**src/rtl/lightgun_port_pkg.sv**
```systemverilog
// Shared definitions for the light-gun controller-port stage: FSM state
// encoding, bus widths and the H-counter latch arithmetic.
package lightgun_port_pkg;

  localparam int HCNT_W   = 9;
  localparam int HLATCH_W = 8;

  typedef enum logic [1:0] {
    IDLE  = 2'd0,
    LATCH = 2'd1,
    HOLD  = 2'd2,
    REARM = 2'd3
  } lp_state_t;

  // The VDP reports H in 2-pixel units, so the LSB is dropped; the trim
  // offset is added with 8-bit wraparound.
  function automatic logic [HLATCH_W-1:0] h_latch_value(
    input logic [HCNT_W-1:0]   hcnt,
    input logic [HLATCH_W-1:0] offset
  );
    return hcnt[HCNT_W-1:1] + offset;
  endfunction

endpackage

```
**src/rtl/lightgun_port_if.sv**
```systemverilog
// Signal bundle between the light-gun / VDP side and the controller-port
// stage. master drives the sensor-side levels, slave produces pin levels.
interface lightgun_port_if;
  import lightgun_port_pkg::*;

  logic                CE_PIX;
  logic                GUN_EN;
  logic                TH_INPUT;
  logic                SENSOR;
  logic                TRIGGER;
  logic                VBLANK;
  logic [HCNT_W-1:0]   HCNT;
  logic                TH_OUT;
  logic                TL_OUT;
  logic [HLATCH_W-1:0] HLATCH;
  logic                LATCH_STB;

  modport master (
    output CE_PIX, GUN_EN, TH_INPUT, SENSOR, TRIGGER, VBLANK, HCNT,
    input  TH_OUT, TL_OUT, HLATCH, LATCH_STB
  );

  modport slave (
    input  CE_PIX, GUN_EN, TH_INPUT, SENSOR, TRIGGER, VBLANK, HCNT,
    output TH_OUT, TL_OUT, HLATCH, LATCH_STB
  );

endinterface

```
**src/rtl/lightgun_trig_debounce.sv**
```systemverilog
// Frame-based trigger filter. TRIGGER is sampled once per frame (VBLANK
// rise) and TL only flips after DEBOUNCE consecutive differing samples.
// TL is active-low: 0 means the trigger is pressed.
module lightgun_trig_debounce #(
  parameter int unsigned DEBOUNCE = 2
) (
  input  logic CLK,
  input  logic RESET_N,
  input  logic gun_en,
  input  logic trigger,
  input  logic vblank,
  output logic tl_out
);

  localparam logic [2:0] DEBOUNCE_LAST = DEBOUNCE[2:0];

  logic       vblank_q;
  logic [2:0] cnt_reg;
  logic [2:0] cnt_next;
  logic       tl_reg;
  logic       tl_next;
  logic       vblank_rise;
  logic [2:0] cnt_inc;
  logic       pressed_now;

  assign vblank_rise = vblank & ~vblank_q;
  assign cnt_inc     = cnt_reg + 3'd1;
  assign pressed_now = ~tl_reg;

  // Count consecutive frames whose sample disagrees with the reported state.
  always_comb begin
    cnt_next = cnt_reg;
    tl_next  = tl_reg;
    if (!gun_en) begin
      cnt_next = 3'd0;
      tl_next  = 1'b1;
    end else if (vblank_rise) begin
      if (trigger != pressed_now) begin
        if (cnt_inc == DEBOUNCE_LAST) begin
          tl_next  = ~trigger;
          cnt_next = 3'd0;
        end else begin
          cnt_next = cnt_inc;
        end
      end else begin
        cnt_next = 3'd0;
      end
    end
  end

  // Edge register, counter and pin level.
  always_ff @(posedge CLK or negedge RESET_N) begin
    if (!RESET_N) begin
      vblank_q <= 1'b0;
      cnt_reg  <= 3'd0;
      tl_reg   <= 1'b1;
    end else begin
      vblank_q <= vblank;
      cnt_reg  <= cnt_next;
      tl_reg   <= tl_next;
    end
  end

  assign tl_out = tl_reg;

endmodule

```
**src/rtl/lightgun_port.sv**
```systemverilog
// Light-gun controller-port stage: turns SENSOR into an active-low TH pulse
// of HOLD_PIX pixels, latches the H counter on each accepted hit, and
// drives TL from the debounced trigger.
module lightgun_port
  import lightgun_port_pkg::*;
#(
  parameter int unsigned          HOLD_PIX = 64,
  parameter int unsigned          DEBOUNCE = 2,
  parameter logic [HLATCH_W-1:0]  HOFFSET  = 8'd0
) (
  input  logic          CLK,
  input  logic          RESET_N,
  lightgun_port_if.slave bus
);

  localparam int HOLD_CNT_W = $clog2(HOLD_PIX + 1);
  localparam logic [HOLD_CNT_W-1:0] HOLD_LAST = HOLD_PIX[HOLD_CNT_W-1:0];

  lp_state_t             state_reg;
  lp_state_t             state_next;
  logic                  sensor_q;
  logic [HOLD_CNT_W-1:0] hold_cnt_reg;
  logic [HOLD_CNT_W-1:0] hold_cnt_next;
  logic [HOLD_CNT_W-1:0] hold_inc;
  logic                  th_reg;
  logic                  th_next;
  logic                  stb_reg;
  logic                  stb_next;
  logic [HLATCH_W-1:0]   hlatch_reg;
  logic [HLATCH_W-1:0]   hlatch_next;
  logic                  sensor_rise;
  logic                  hold_done;

  // Rise detection runs every CLK so a short SENSOR pulse is not missed
  // between pixel enables.
  assign sensor_rise = bus.SENSOR & ~sensor_q;
  assign hold_inc    = hold_cnt_reg + 1'b1;
  assign hold_done   = bus.CE_PIX && (hold_inc == HOLD_LAST);

  // State, edge register and registered pin outputs.
  always_ff @(posedge CLK or negedge RESET_N) begin
    if (!RESET_N) begin
      state_reg    <= IDLE;
      sensor_q     <= 1'b0;
      hold_cnt_reg <= '0;
      th_reg       <= 1'b1;
      stb_reg      <= 1'b0;
      hlatch_reg   <= '0;
    end else begin
      state_reg    <= state_next;
      sensor_q     <= bus.SENSOR;
      hold_cnt_reg <= hold_cnt_next;
      th_reg       <= th_next;
      stb_reg      <= stb_next;
      hlatch_reg   <= hlatch_next;
    end
  end

  // Next-state: one LATCH cycle per accepted hit, re-arm only after SENSOR
  // has dropped; deselecting the gun always returns to IDLE.
  always_comb begin
    state_next = state_reg;
    case (state_reg)
      IDLE:    if (sensor_rise && bus.TH_INPUT) state_next = LATCH;
      LATCH:   state_next = HOLD;
      HOLD:    if (hold_done) state_next = REARM;
      REARM:   if (!bus.SENSOR) state_next = IDLE;
      default: state_next = IDLE;
    endcase
    if (!bus.GUN_EN) begin
      state_next = IDLE;
    end
  end

  // Outputs: latch H and drop TH in LATCH, hold TH low while counting
  // pixels, and keep everything idle while the gun is deselected.
  always_comb begin
    th_next       = 1'b1;
    stb_next      = 1'b0;
    hold_cnt_next = hold_cnt_reg;
    hlatch_next   = hlatch_reg;
    case (state_reg)
      LATCH: begin
        hlatch_next   = h_latch_value(bus.HCNT, HOFFSET);
        stb_next      = 1'b1;
        th_next       = 1'b0;
        hold_cnt_next = '0;
      end
      HOLD: begin
        th_next = 1'b0;
        if (bus.CE_PIX) begin
          hold_cnt_next = hold_inc;
          if (hold_done) begin
            th_next = 1'b1;
          end
        end
      end
      default: begin
        th_next = 1'b1;
      end
    endcase
    if (!bus.GUN_EN) begin
      th_next       = 1'b1;
      stb_next      = 1'b0;
      hold_cnt_next = '0;
      hlatch_next   = hlatch_reg;
    end
  end

  lightgun_trig_debounce #(
    .DEBOUNCE (DEBOUNCE)
  ) u_trig_debounce (
    .CLK     (CLK),
    .RESET_N (RESET_N),
    .gun_en  (bus.GUN_EN),
    .trigger (bus.TRIGGER),
    .vblank  (bus.VBLANK),
    .tl_out  (bus.TL_OUT)
  );

  assign bus.TH_OUT    = th_reg;
  assign bus.LATCH_STB = stb_reg;
  assign bus.HLATCH    = hlatch_reg;

endmodule

```
**src/flat_wrapper.sv**
```systemverilog
// flat-port wrapper written by rule: the top's interface ports become plain ports
module lightgun_port_flat import lightgun_port_pkg::*;
#(
  parameter int unsigned          HOLD_PIX = 64,
  parameter int unsigned          DEBOUNCE = 2,
  parameter logic [HLATCH_W-1:0]  HOFFSET  = 8'd0
)
  (CLK, RESET_N, bus_CE_PIX, bus_GUN_EN, bus_TH_INPUT, bus_SENSOR, bus_TRIGGER, bus_VBLANK, bus_HCNT, bus_TH_OUT, bus_TL_OUT, bus_HLATCH, bus_LATCH_STB);
  lightgun_port_if bus_i ();
  input  logic CLK;
  input  logic RESET_N;
  input wire logic [$bits(bus_i.CE_PIX)-1:0] bus_CE_PIX;
  input wire logic [$bits(bus_i.GUN_EN)-1:0] bus_GUN_EN;
  input wire logic [$bits(bus_i.TH_INPUT)-1:0] bus_TH_INPUT;
  input wire logic [$bits(bus_i.SENSOR)-1:0] bus_SENSOR;
  input wire logic [$bits(bus_i.TRIGGER)-1:0] bus_TRIGGER;
  input wire logic [$bits(bus_i.VBLANK)-1:0] bus_VBLANK;
  input wire logic [$bits(bus_i.HCNT)-1:0] bus_HCNT;
  output wire logic [$bits(bus_i.TH_OUT)-1:0] bus_TH_OUT;
  output wire logic [$bits(bus_i.TL_OUT)-1:0] bus_TL_OUT;
  output wire logic [$bits(bus_i.HLATCH)-1:0] bus_HLATCH;
  output wire logic [$bits(bus_i.LATCH_STB)-1:0] bus_LATCH_STB;
  assign bus_i.CE_PIX = bus_CE_PIX;
  assign bus_i.GUN_EN = bus_GUN_EN;
  assign bus_i.TH_INPUT = bus_TH_INPUT;
  assign bus_i.SENSOR = bus_SENSOR;
  assign bus_i.TRIGGER = bus_TRIGGER;
  assign bus_i.VBLANK = bus_VBLANK;
  assign bus_i.HCNT = bus_HCNT;
  assign bus_TH_OUT = bus_i.TH_OUT;
  assign bus_TL_OUT = bus_i.TL_OUT;
  assign bus_HLATCH = bus_i.HLATCH;
  assign bus_LATCH_STB = bus_i.LATCH_STB;
  lightgun_port #(.HOLD_PIX(HOLD_PIX), .DEBOUNCE(DEBOUNCE), .HOFFSET(HOFFSET)) u_core (.CLK(CLK), .RESET_N(RESET_N), .bus(bus_i));
endmodule
```
**config.mk**
```make
export PLATFORM = sky130hd
export DESIGN_NAME = lightgun_port_flat
export DESIGN_NICKNAME = d
export VERILOG_FILES = /design/src/rtl/lightgun_port_pkg.sv /design/src/rtl/lightgun_port_if.sv /design/src/rtl/lightgun_trig_debounce.sv /design/src/rtl/lightgun_port.sv /design/src/flat_wrapper.sv
export SDC_FILE = /design/constraint.sdc
export NUM_CORES = 1
export LEC_CHECK = 0
export ABC_AREA = 1
export CORE_MARGIN = 3
export CORE_UTILIZATION = 50
export DETAILED_ROUTE_END_ITERATION = 12
export MAX_ROUTING_LAYER = met4
export PLACE_DENSITY = 0.79
export SLEW_MARGIN = 40
export SYNTH_ARGS = -nofsm -noshare
export SYNTH_HDL_FRONTEND = slang
export SYNTH_SLANG_ARGS = --single-unit
```
**constraint.sdc**
```tcl
create_clock -name CLK -period 3.2 [get_ports CLK]
set_input_delay 0.96 -clock CLK [delete_from_list [all_inputs] [get_ports CLK]]
set_output_delay 0.96 -clock CLK [all_outputs]
set_load 0.02 [all_outputs]
```
# Word level (Yosys, flattened, before mapping)
# Index checks and enable logic that the tools add are counted.
# word_totals
output_inout_bits,11
word_cells,60
latchBits,0
in_bits,17
register_bits,25
rom_bits,0
ramBits,0
mem_count,0
# classes
magnitude_cmp,0
reduce_logical,7
n_mux,22
n_mul,0
div_mod_pow,0
eq_ne,14
addsub,2
bitwise_logic,6
n_shift,0
# op_table
cell,count
2-to-1 mux 7 bit,2
one-hot mux 7 bit (2 select lines),1
2-to-1 mux 3 bit,4
2-to-1 mux 1 bit,9
2-to-1 mux 2 bit,4
one-hot mux 2 bit (4 select lines),1
adder 7 x 1 -> 7 bit (second input constant),1
equality test 7 bit (second input constant),1
inequality test 2 x 1 -> 1 bit (second input constant),3
inequality test 3 x 2 -> 1 bit (second input constant),2
inequality test 3 bit (second input constant),2
AND reduction 3 bit,2
equality test 2 bit (second input constant),2
NOT 1 bit,4
AND reduction 2 bit,2
adder 3 x 1 -> 3 bit (second input constant),1
equality test 3 x 2 -> 1 bit (second input constant),1
inequality test 3 x 1 -> 1 bit (second input constant),1
AND 1 bit,2
equality test 2 x 1 -> 1 bit (second input constant),1
logical AND 1 bit,2
zero test 2 bit,1
one-hot mux 1 bit (2 select lines),1
inequality test 1 bit,1

# Longest topological paths before layout
# Gate-level depths: netlist (run 1).
# depth
ltp_word,7
depth_mapped,12
ltp_nobuf,12

# Cells and area by module
# A second synthesis (run 1) with hierarchy kept.
# unflattened
hier_cells,164
area_unflattened_um2,1343.8
# by_module_without_submodules
module,n_inst,cells_each,area_per_inst_um2,seq_area_each_um2
lightgun_port,1,124,1041.0,501.7
lightgun_trig_debounce,1,40,302.8,126.4

# Least setup slack after synthesis (run 1)
# No wires, ideal clock.
# synth_timing
path_type,input to register
from,input port bus_GUN_EN
to,register u_core.hold_cnt_reg[3]
t_arrival_ns,1.591
path_slack_ns,1.525
path_stages,5
t_required_ns,3.115
setup_time_ns,0.085
path_buffers,1
cell_sequence,buf_4 nand2_1 nor2_1 inv_2 o22ai_1
# synth_via
elab_chain_len,2
elab_cells_between_ends,4
cone_classes,2 x eq/ne; 1 x mux; 1 x reduce/logical
# synth_lines
element,line_no,source
from (decl),flat_wrapper.sv:13,input wire logic [$bits(bus_i.GUN_EN)-1:0] bus_GUN_EN;
inequality test 3 x 1 -> 1 bit (no line) / inequality test 3 bit (equally long branches),-,
AND reduction 2 bit (no line),-,
to (signal assigned),lightgun_port.sv:52,hold_cnt_reg <= hold_cnt_next;
to (decl),lightgun_port.sv:22,logic [HOLD_CNT_W-1:0] hold_cnt_reg;
# Several ways; a longest one is shown, not always the timed one.
# A chain may end at the register's enable or synchronous reset.

# Final worst setup path (run 1)
# layout_timing
from,"register u_core.u_trig_debounce.tl_reg, in the netlist u_core.u_trig_debounce.tl_out"
to,output port bus_TL_OUT
# layout_rtl
element,line_no,source
from (decl),lightgun_trig_debounce.sv:20,logic tl_reg;
from (signal assigned),lightgun_trig_debounce.sv:60,tl_reg <= tl_next;
to (decl),flat_wrapper.sv:20,output wire logic [$bits(bus_i.TL_OUT)-1:0] bus_TL_OUT;
# No word-level cell between the ends.

==> results of run 1 <==
cells in the final DEF (no fill, tap or decap):
| master | Yosys | layout |
|---|---|---|
| o21a_1 | 1 | 1 |
| nor2_2 | 1 | 1 |
| clkbuf_4 | 0 | 3 |
| nand3b_1 | 1 | 1 |
| dfstp_2 | 2 | 2 |
| dfrtp_1 | 23 | 23 |
| a31oi_1 | 1 | 1 |
| nand2_2 | 5 | 5 |
| inv_2 | 3 | 3 |
| ha_1 | 9 | 9 |
| nand2_1 | 52 | 52 |
| clkbuf_1 | 0 | 1 |
| o211ai_1 | 1 | 1 |
| o21bai_2 | 1 | 1 |
| nor2_4 | 1 | 1 |
| a31oi_2 | 1 | 1 |
| o21ai_1 | 1 | 1 |
| buf_4 | 1 | 1 |
| inv_1 | 17 | 17 |
| o21ai_0 | 6 | 6 |
| nand4_1 | 2 | 2 |
| mux2i_1 | 2 | 2 |
| clkdlybuf4s50_1 | 0 | 26 |
| nand3_1 | 7 | 7 |
| nor2_1 | 9 | 9 |
| xnor2_1 | 2 | 2 |
| xor2_1 | 1 | 1 |
| o22ai_1 | 3 | 3 |
power by group through the flow:
stage          logic, mW  clock network, mW  registers (mW)
5_1_grt            0.456              0.157           0.455
2_1_floorplan      0.163                  0           0.519
3_3_place_gp       0.406                  0           0.446
3_5_place_dp       0.418                  0           0.452
6_report           0.414              0.149           0.445
4_1_cts            0.420              0.147           0.446
path summary, 6_finish.rpt:
| check | end | slack [ps] | cells past startpoint |
|---|---|---|---|
| hold reg to reg | u_core.bus.HLATCH[3]$_DFFE_PN0P_ | 500 | 2 |
| setup / recovery | bus_TL_OUT | 740 | 1 |
| min in group asynchronous | u_core.hold_cnt_reg[4]$_DFFE_PN0P_ | 960 | 1 |
| hold / removal | u_core.bus.HLATCH[3]$_DFFE_PN0P_ | 500 | 2 |
| setup reg to reg | u_core.hold_cnt_reg[5]$_DFFE_PN0P_ | 1640 | 5 |
| max in group asynchronous | u_core.bus.HLATCH[7]$_DFFE_PN0P_ | 1630 | 2 |
cells by family after synthesis:
group	Yosys count
xor+xnor	3
flops	25
mux	2
fa+ha+maj	9
simple gates	78
buf+inv	21
compound gates	15
cell usage after synthesis, drive strengths merged:
library cell and instances:
o21bai 1, xor2 1, mux2i 2, o22ai 3, inv 20, nand2 57, nand3b 1, o21ai 7
ha 9, buf 1, dfrtp 23, nor2 11, nand4 2, nand3 7, xnor2 2, o21a 1
o211ai 1, a31oi 2, dfstp 2
area by class of cell:
class	count	area, sq um	area share [%]
inverters	20	75.07	4.626
flip-flops and latches	25	628.1	38.70
multi-input cells	107	590.6	36.39
clock buffers	4	26.28	1.619
well taps	28	35.03	2.159
repair buffers	27	267.8	16.50
stage by stage:
step	area, sq um	hold WS (ps)	cells	worst slack, ps
2_1_floorplan	1301	483.9	153	1525
3_5_place_dp	1597	464.5	207	727.4
3_3_place_gp	1597	462.6	207	757.5
5_1_grt	1623	528.7	211	706.9
6_report	1623	495.3	211	743.1
4_1_cts	1623	498.4	211	726.6
metal layers:
layer	track usage (%)	up-vias
met5	-	-
met4	4.967	0
met3	2.036	5
met2	29.36	19
met1	23.62	486
li1	-	539
==> flow_metrics.py, run 1 <==
metrics = {
    "run_status": {
        "outcome": "completed",
    },
    "global_route": {
        "grt_pass1_vias": 1049,
        "antenna_found_initial": 0,
        "grt_usage_pct": 17.91,
        "grt_max_degree": 15,
        "grt_pass1_wl_um": 4560,
        "grt_overflow": 0,
    },
    "sta": {
        "min_period_ps": 2457,
        "maxSlewViolCount": 0,
        "tightestPinTransition_ps": 553.1,
        "setup_viol": 0,
        "max_freq_mhz": 407.0,
        "fin_skew_ps": 16.85,
        "final_hold_viol_count": 0,
        "fin_crit_sh_pct": 76.78,
        "tns_ps": 0,
        "maxSlewHeadroom_pct": 63.01,
        "rsz0062_at_grt": "no",
    },
    "yosys": {
        "netlist_top_cells_area": "dfrtp_1 (44%), nand2_1 (15%), ha_1 (8.7%), inv_1 (4.9%), dfstp_2 (4.0%)",
        "synth_mux_area_share_pct": 1.538,
        "synthAdderAreaFrac_pct": 8.654,
        "synth_compound_area_share_pct": 7.596,
        "syn_inst": 153,
        "synth_cell_types": 25,
        "synthXorXnorAreaFrac_pct": 2.019,
        "netlist_area_sq_um": 1301,
        "avgSynthCellArea_sq_um": 8.505,
        "yosys.area.top_type": "dfrtp_1",
        "synth_top_area_share_pct": 44.23,
        "synth_sequential_area_ratio_pct": 48.27,
        "synth_fp_nets": 179,
        "synth_top_family_by_area": "simple AND/OR/NAND/NOR gates",
        "synth-seq-cells": 25,
        "yosys_warnings": 0,
        "synth_simple_gate_area_share_pct": 25.58,
    },
    "detailed_routing": {
        "top_layer": "met4",
        "routed_wl_um": 2541,
        "drt-met1-wl_um": 1236,
        "dr.pass1.iters": 6,
        "postRouteAntennaNets": 0,
        "vias_per_cell": 4.972,
        "drt_iter0_markers": 28,
        "wl_met2_um": 1188,
        "met3_length_um": 85,
        "route.detailed.drc": 0,
        "vias": 1049,
        "wl_per_cell_um": 12.04,
    },
    "final_layout": {
        "nets": 210,
        "final_core_util_pct": 69.36,
        "n_fill_cell": 189,
        "area_delta_synth_final_pct": 24.71,
        "layout-drive-gt1-share_pct": 9.836,
        "insertedDiodeCount": 0,
        "largest_reg_flops": 8,
    },
    "placed_design": {
        "place_hpwl_um": 1978,
        "portBuffers": 26,
        "gp_congestion": 0.8754,
    },
    "die": {
        "num_rows": 17,
        "fp.dieH_um": 57.02,
        "initial_core_util_pct": 55.61,
        "die-area_sq_um": 3251,
        "ioPinCount": 28,
        "die_w_um": 57.02,
        "core_sq_um": 2340,
    },
    "clock_tree": {
        "clock-root-buffer": "clkbuf_4",
        "ctsHoldBuffers": 0,
        "cts_tree": "built",
        "clkTransAtPathRegs_ps": 130,
        "htree_num_levels": 1,
        "clock_latency_ps": 330,
        "cts_setup_buffers": 0,
        "cts_resized": 0,
        "numCtsBuffers": 3,
        "cts_buffer_depth": 2,
        "clock_sinks": 25,
    },
    "setup_path": {
        "crit_required_ps": 2240,
        "end_kind": "output pin",
        "path_max_fanout": 3,
        "crit_type": "reg -> out",
        "cp.arrival_ps": 1500,
        "cp_slowest_cell": "clkdlybuf4s50_1",
        "cp_top_family": "buffers and inverters",
        "slowest_delay_ps": 610,
        "r2r_start": "u_core.state_reg[0]$_DFFE_PN0P_",
        "critPathLaunchType": "flip-flop",
        "cp_cell_sequence": "clkdlybuf4s50_1",
        "crit_start": "u_core.u_trig_debounce.tl_out$_DFFE_PN1P_",
        "critPathBufInv": 1,
    },
    "flow_run": {
        "cap_violations": 0,
    },
    "pwr": {
        "power_leakage_nw": 0.7770,
        "pwr-share-comb_pct": 41.1,
        "power_switching_mw": 0.3751,
        "switching_share_pct": 37.18,
        "power_frac_clock_pct": 14.8,
        "power.total_mw": 1.009,
        "p_int_mw": 0.6339,
        "seq_power_share_pct": 44.1,
        "peakVddDrop_mv": 0.5135,
        "p_per_area_nw_per_um2": 621.8,
    },
    "hold_path": {
        "hp-start": "u_core.bus.HLATCH[3]$_DFFE_PN0P_",
        "worstHoldPathType": "reg -> reg",
    },
}
No activity file was read; power rests on OpenSTA's default activity.
==> inputs of run 2 (changes only) <==
CORE_UTILIZATION = 49   (was 50)
PLACE_DENSITY = 0.77   (was 0.79)
clock period = 2.5 ns   (was 3.2 ns; I/O delays follow)
==> run 2 against run 1 <==
  * Global-route usage rose by 0.29 points
  * Clock skew down 10 ps
  * Sequential share of layout area down 0.060 points
  * Utilization is 4.3 points lower
  * Total power up 28%
  * Via count is 3.6% higher
  * Final area is 0.15% higher
  * Flip-flop and latch count stayed put
  * Clock power rose by 25%
  * Hold slack is essentially flat
  * Die area rose by 1.8%
  * Register-to-register slack worse by 750 ps
  * Critical endpoint unchanged
==> flow_metrics.py, run 2 (synthesis gave the netlist of run 1 again) <==
metrics = {
    "sta": {
        "maxSlewViolCount": 0,
        "final_hold_viol_count": 0,
        "tightestPinTransition_ps": 588.7,
        "fin_crit_sh_pct": 89.72,
        "fin_skew_ps": 6.393,
        "maxSlewHeadroom_pct": 60.58,
        "max_freq_mhz": 445.8,
        "setup_viol": 0,
        "rsz0062_at_grt": "no",
        "tns_ps": 0,
        "min_period_ps": 2243,
    },
    "pwr": {
        "power_switching_mw": 0.4811,
        "peakVddDrop_mv": 0.5656,
        "pwr-share-comb_pct": 41.7,
        "power_frac_clock_pct": 14.4,
        "switching_share_pct": 37.19,
        "seq_power_share_pct": 43.9,
        "p_int_mw": 0.8124,
        "power_leakage_nw": 0.7770,
        "p_per_area_nw_per_um2": 795.8,
    },
    "final_layout": {
        "nets": 210,
        "area_delta_synth_final_pct": 24.90,
        "largest_reg_flops": 8,
        "insertedDiodeCount": 0,
        "layout-drive-gt1-share_pct": 9.836,
        "layout_common_cells": "nand2_1 (52), clkdlybuf4s50_1 (26), dfrtp_1 (23)",
        "mostFrequentLayoutCell": "nand2_1",
        "final_core_util_pct": 65.02,
    },
    "detailed_routing": {
        "vias_per_cell": 5.103,
        "drt_iter0_markers": 8,
        "routed_wl_um": 2634,
        "vias": 1087,
        "route.detailed.drc": 0,
        "wl_per_cell_um": 12.37,
        "postRouteAntennaNets": 0,
        "dr.pass1.iters": 4,
    },
    "placed_design": {
        "place_hpwl_um": 2024,
        "gp_congestion": 0.7676,
        "portBuffers": 26,
    },
    "die": {
        "ioPinCount": 28,
        "fp.dieH_um": 57.53,
        "num_rows": 18,
        "core_sq_um": 2500,
        "die-area_sq_um": 3310,
        "die_w_um": 57.53,
        "initial_core_util_pct": 52.05,
    },
    "global_route": {
        "grt_pass1_wl_um": 4581,
        "grt_overflow": 0,
        "grt_pass1_vias": 1118,
        "grt_max_degree": 26,
        "antenna_found_initial": 0,
        "grt_usage_pct": 18.21,
    },
    "setup_path": {
        "crit_required_ps": 1750,
        "cp_slowest_cell": "clkdlybuf4s50_1",
        "slowest_delay_ps": 600,
        "cp_top_family": "buffers and inverters",
        "cp.arrival_ps": 1490,
        "critPathBufInv": 1,
        "path_max_fanout": 3,
        "critPathLaunchType": "flip-flop",
        "cp_cell_sequence": "clkdlybuf4s50_1",
        "crit_start": "u_core.u_trig_debounce.tl_out$_DFFE_PN1P_",
        "r2r_start": "u_core.state_reg[0]$_DFFE_PN0P_",
        "crit_type": "reg -> out",
        "end_kind": "output pin",
    },
    "clock_tree": {
        "clkTransAtPathRegs_ps": 140,
        "cts_resized": 0,
        "cts_setup_buffers": 0,
        "numCtsBuffers": 3,
        "clock-root-buffer": "clkbuf_4",
        "ctsHoldBuffers": 0,
        "cts_buffer_depth": 2,
        "htree_num_levels": 1,
        "clock_latency_ps": 320,
        "clock_sinks": 25,
        "cts_tree": "built",
    },
    "flow_run": {
        "cap_violations": 0,
    },
    "hold_path": {
        "worstHoldPathType": "reg -> reg",
        "hp-start": "u_core.bus.HLATCH[2]$_DFFE_PN0P_",
    },
    "run_status": {
        "outcome": "completed",
    },
}
run 2: cell counts in the layout (fill, tap and decap cells not counted):
Identical to the previous run, type by type.
run 2: final cells by class:
| class | count | area, sq um |
|---|---|---|
| repair buffers | 27 | 267.8 |
| inverters | 20 | 75.07 |
| clock buffers | 4 | 26.28 |
| multi-input cells | 107 | 590.6 |
| flip-flops and latches | 25 | 628.1 |
| fillers | 210 | 874.6 |
| well taps | 30 | 37.54 |
run 2: metal layers:
layer | up-vias | wire length, um | GRT usage (%)
met5 | - | 0 | -
met4 | 0 | 21 | 6.954
met3 | 4 | 113 | 3.620
met2 | 23 | 1315 | 32.10
met1 | 519 | 1183 | 20.00
li1 | 541 | - | -
run 2: final timing paths:
kind | to | slack (ps) | cells past startpoint
max | bus_TL_OUT | 260 | 1
min in group asynchronous | u_core.state_reg[0]$_DFFE_PN0P_ | 770 | 2
max reg2reg | u_core.hold_cnt_reg[4]$_DFFE_PN0P_ | 890 | 5
min reg2reg | u_core.bus.HLATCH[2]$_DFFE_PN0P_ | 500 | 2
min | u_core.bus.HLATCH[2]$_DFFE_PN0P_ | 500 | 2
max in group asynchronous | u_core.bus.TH_OUT$_DFF_PN1_ | 1430 | 2
run 2: metrics by stage:
| stage | power, mW | setup WS, ps | hold WS, ps | instances | area (sq um) |
|---|---|---|---|---|---|
| CTS | 1.308 | 246.5 | 498.7 | 213 | 1625 |
| detailed placement | 1.122 | 219.0 | 468.1 | 209 | 1599 |
| global placement | 1.091 | 257.7 | 461.3 | 209 | 1599 |
| global route | 1.381 | 210.8 | 516.3 | 213 | 1625 |
| finish | 1.293 | 256.9 | 495.6 | 213 | 1625 |
| floorplan | 0.8724 | 1035 | 454.4 | 153 | 1301 |
run 2: power by group through the flow:
| stage | clock [mW] | combinational [mW] | sequential [mW] |
|---|---|---|---|
| finish | 0.186 | 0.540 | 0.568 |
| global route | 0.206 | 0.595 | 0.580 |
| CTS | 0.190 | 0.549 | 0.569 |
| detailed placement | 0 | 0.545 | 0.577 |
| global placement | 0 | 0.520 | 0.572 |
| floorplan | 0 | 0.208 | 0.664 |
==> inputs of run 3 (changes only) <==
REMOVE_ABC_BUFFERS = 1   (was unset)
==> run 3 against run 2 <==
  * Routed wire length shrank 4.1%
  * Register-to-register slack barely moved
  * Combinational power fell by 1%
  * Sequential power barely moved
  * Clock power about the same
  * First-iteration DRC count grew to 5.1 times the previous value
  * Via count shrank 2.0%
==> flow_metrics.py, run 3 (synthesis gave the netlist of run 1 again) <==
metrics = {
    "pwr": {
        "power_leakage_nw": 0.7845,
        "power.total_mw": 1.286,
        "peakVddDrop_mv": 0.5572,
        "p_per_area_nw_per_um2": 787.0,
    },
    "detailed_routing": {
        "wl_per_cell_um": 11.81,
        "vias": 1065,
        "drt_iter0_markers": 41,
        "route.detailed.drc": 0,
        "vias_per_cell": 4.977,
        "dr.pass1.iters": 5,
        "postRouteAntennaNets": 0,
        "routed_wl_um": 2527,
    },
    "flow_run": {
        "cap_violations": 0,
    },
    "setup_path": {
        "cp.arrival_ps": 1480,
        "slowest_delay_ps": 600,
        "crit_type": "reg -> out",
        "cp_slowest_cell": "clkdlybuf4s50_1",
        "worstRegToRegCells": 9,
        "r2r_start": "u_core.hold_cnt_reg[0]$_DFFE_PN0P_",
        "end_kind": "output pin",
        "critPathBufInv": 1,
        "r2r-end": "u_core.state_reg[1]$_DFFE_PN0P_",
        "crit_required_ps": 1750,
        "cp_cell_sequence": "clkdlybuf4s50_1",
        "path_max_fanout": 3,
        "cp_top_family": "buffers and inverters",
        "rrSetupSlack_ps": 890,
        "critPathLaunchType": "flip-flop",
    },
    "sta": {
        "tightestPinTransition_ps": 543.1,
        "rsz0062_at_grt": "no",
        "fin_skew_ps": 10.29,
        "final_hold_viol_count": 0,
        "tns_ps": 0,
        "min_period_ps": 2234,
        "fin_hold_ws_ps": 500.6,
        "max_freq_mhz": 447.5,
        "fin_ws_ps": 265.6,
        "fin_crit_sh_pct": 89.38,
        "setup_viol": 0,
        "maxSlewViolCount": 0,
        "maxSlewHeadroom_pct": 63.64,
    },
    "global_route": {
        "antenna_found_initial": 0,
        "met3_usage_pct": 3.394,
        "grt_overflow": 0,
        "grt_pass1_vias": 1103,
        "busiest_layer": "met2",
        "grt_pass1_wl_um": 4774,
        "grtUsageMet2_pct": 30.48,
        "grt_util_met1_pct": 23.33,
        "grt_usage_pct": 19.04,
        "grt_max_degree": 26,
    },
    "placed_design": {
        "dp_cells": 210,
        "gp_congestion": 0.8493,
        "dp_slack_ps": 334.1,
        "dpl_cell_area_sq_um": 1607,
        "portBuffers": 26,
        "place_hpwl_um": 1982,
    },
    "die": {
        "num_rows": 18,
        "initial_core_util_pct": 52.05,
        "die_w_um": 57.53,
        "ioPinCount": 28,
        "core_sq_um": 2500,
        "fp.dieH_um": 57.53,
        "die-area_sq_um": 3310,
    },
    "clock_tree": {
        "numCtsBuffers": 3,
        "clock_sinks": 25,
        "clock-root-buffer": "clkbuf_4",
        "ctsHoldBuffers": 0,
        "clkTransAtPathRegs_ps": 130,
        "cts_setup_buffers": 0,
        "cts_resized": 0,
        "htree_num_levels": 1,
        "cts_tree": "built",
        "clock_latency_ps": 320,
        "cts_buffer_depth": 2,
    },
    "run_status": {
        "outcome": "completed",
    },
    "final_layout": {
        "n_fill_cell": 214,
        "fin_cells": 214,
        "layout_common_cells": "nand2_1 (52), clkdlybuf4s50_1 (26), dfrtp_1 (23)",
        "final_core_util_pct": 65.37,
        "insertedDiodeCount": 0,
        "area_delta_synth_final_pct": 25.58,
        "layout-drive-gt1-share_pct": 10.87,
        "stdcell_area_sq_um": 1634,
        "mostFrequentLayoutCell": "nand2_1",
        "largest_reg_flops": 8,
        "nets": 211,
    },
    "hold_path": {
        "worstHoldPathType": "reg -> reg",
        "whs_path_depth": 2,
        "whs_endpoint": "u_core.bus.HLATCH[4]$_DFFE_PN0P_",
        "hp-start": "u_core.bus.HLATCH[4]$_DFFE_PN0P_",
    },
}
## run 3: cell count changes in the layout (fill, tap and decap cells not counted)
cell	delta
clkinv_2	+1
clkbuf_1	-1
buf_4	+1
## run 3: where the power goes
part | leakage (nW) | internal [mW] | switching (mW) | total, mW
sequential | 0.322 | 0.508 | 0.0624 | 0.570
clock | 0.0177 | 0.0599 | 0.123 | 0.183
combinational | 0.444 | 0.243 | 0.291 | 0.533
## run 3: worst max-delay path by stage
stage                                                          from                                 end  depth (start not counted)
final                     u_core.u_trig_debounce.tl_out$_DFFE_PN1P_                          bus_TL_OUT                          1
after global routing      u_core.u_trig_debounce.tl_out$_DFFE_PN1P_                          bus_TL_OUT                          1
after CTS                 u_core.u_trig_debounce.tl_out$_DFFE_PN1P_                          bus_TL_OUT                          1
after detailed placement                                 bus_GUN_EN  u_core.hold_cnt_reg[0]$_DFFE_PN0P_                          5
after global placement                                   bus_GUN_EN  u_core.hold_cnt_reg[3]$_DFFE_PN0P_                          5
after floorplan                                          bus_CE_PIX     u_core.state_reg[0]$_DFFE_PN0P_                          9
## run 3: area by class of cell
| class | count | area, sq um | share of cell area (%) |
|---|---|---|---|
| inverters | 20 | 75.07 | 4.594 |
| clock inverters | 1 | 5.005 | 0.3063 |
| flip-flops and latches | 25 | 628.1 | 38.44 |
| repair buffers | 28 | 275.3 | 16.85 |
| well taps | 30 | 37.54 | 2.297 |
| multi-input cells | 107 | 590.6 | 36.14 |
| clock buffers | 3 | 22.52 | 1.378 |
## run 3: worst register-to-register path: cells and delay by family (launching register included)
| family | cells | cell delay (ps) |
|---|---|---|
| simple gates | 7 | 630 |
| flops | 1 | 470 |
| fa+ha+maj | 1 | 250 |
| xor+xnor | 1 | 190 |
## run 3: per-layer routing
metal	vias up	part of all wire [%]
met3	6	5.7
met4	0	2.2
met2	26	49
met5	-	0
li1	544	-
met1	489	43
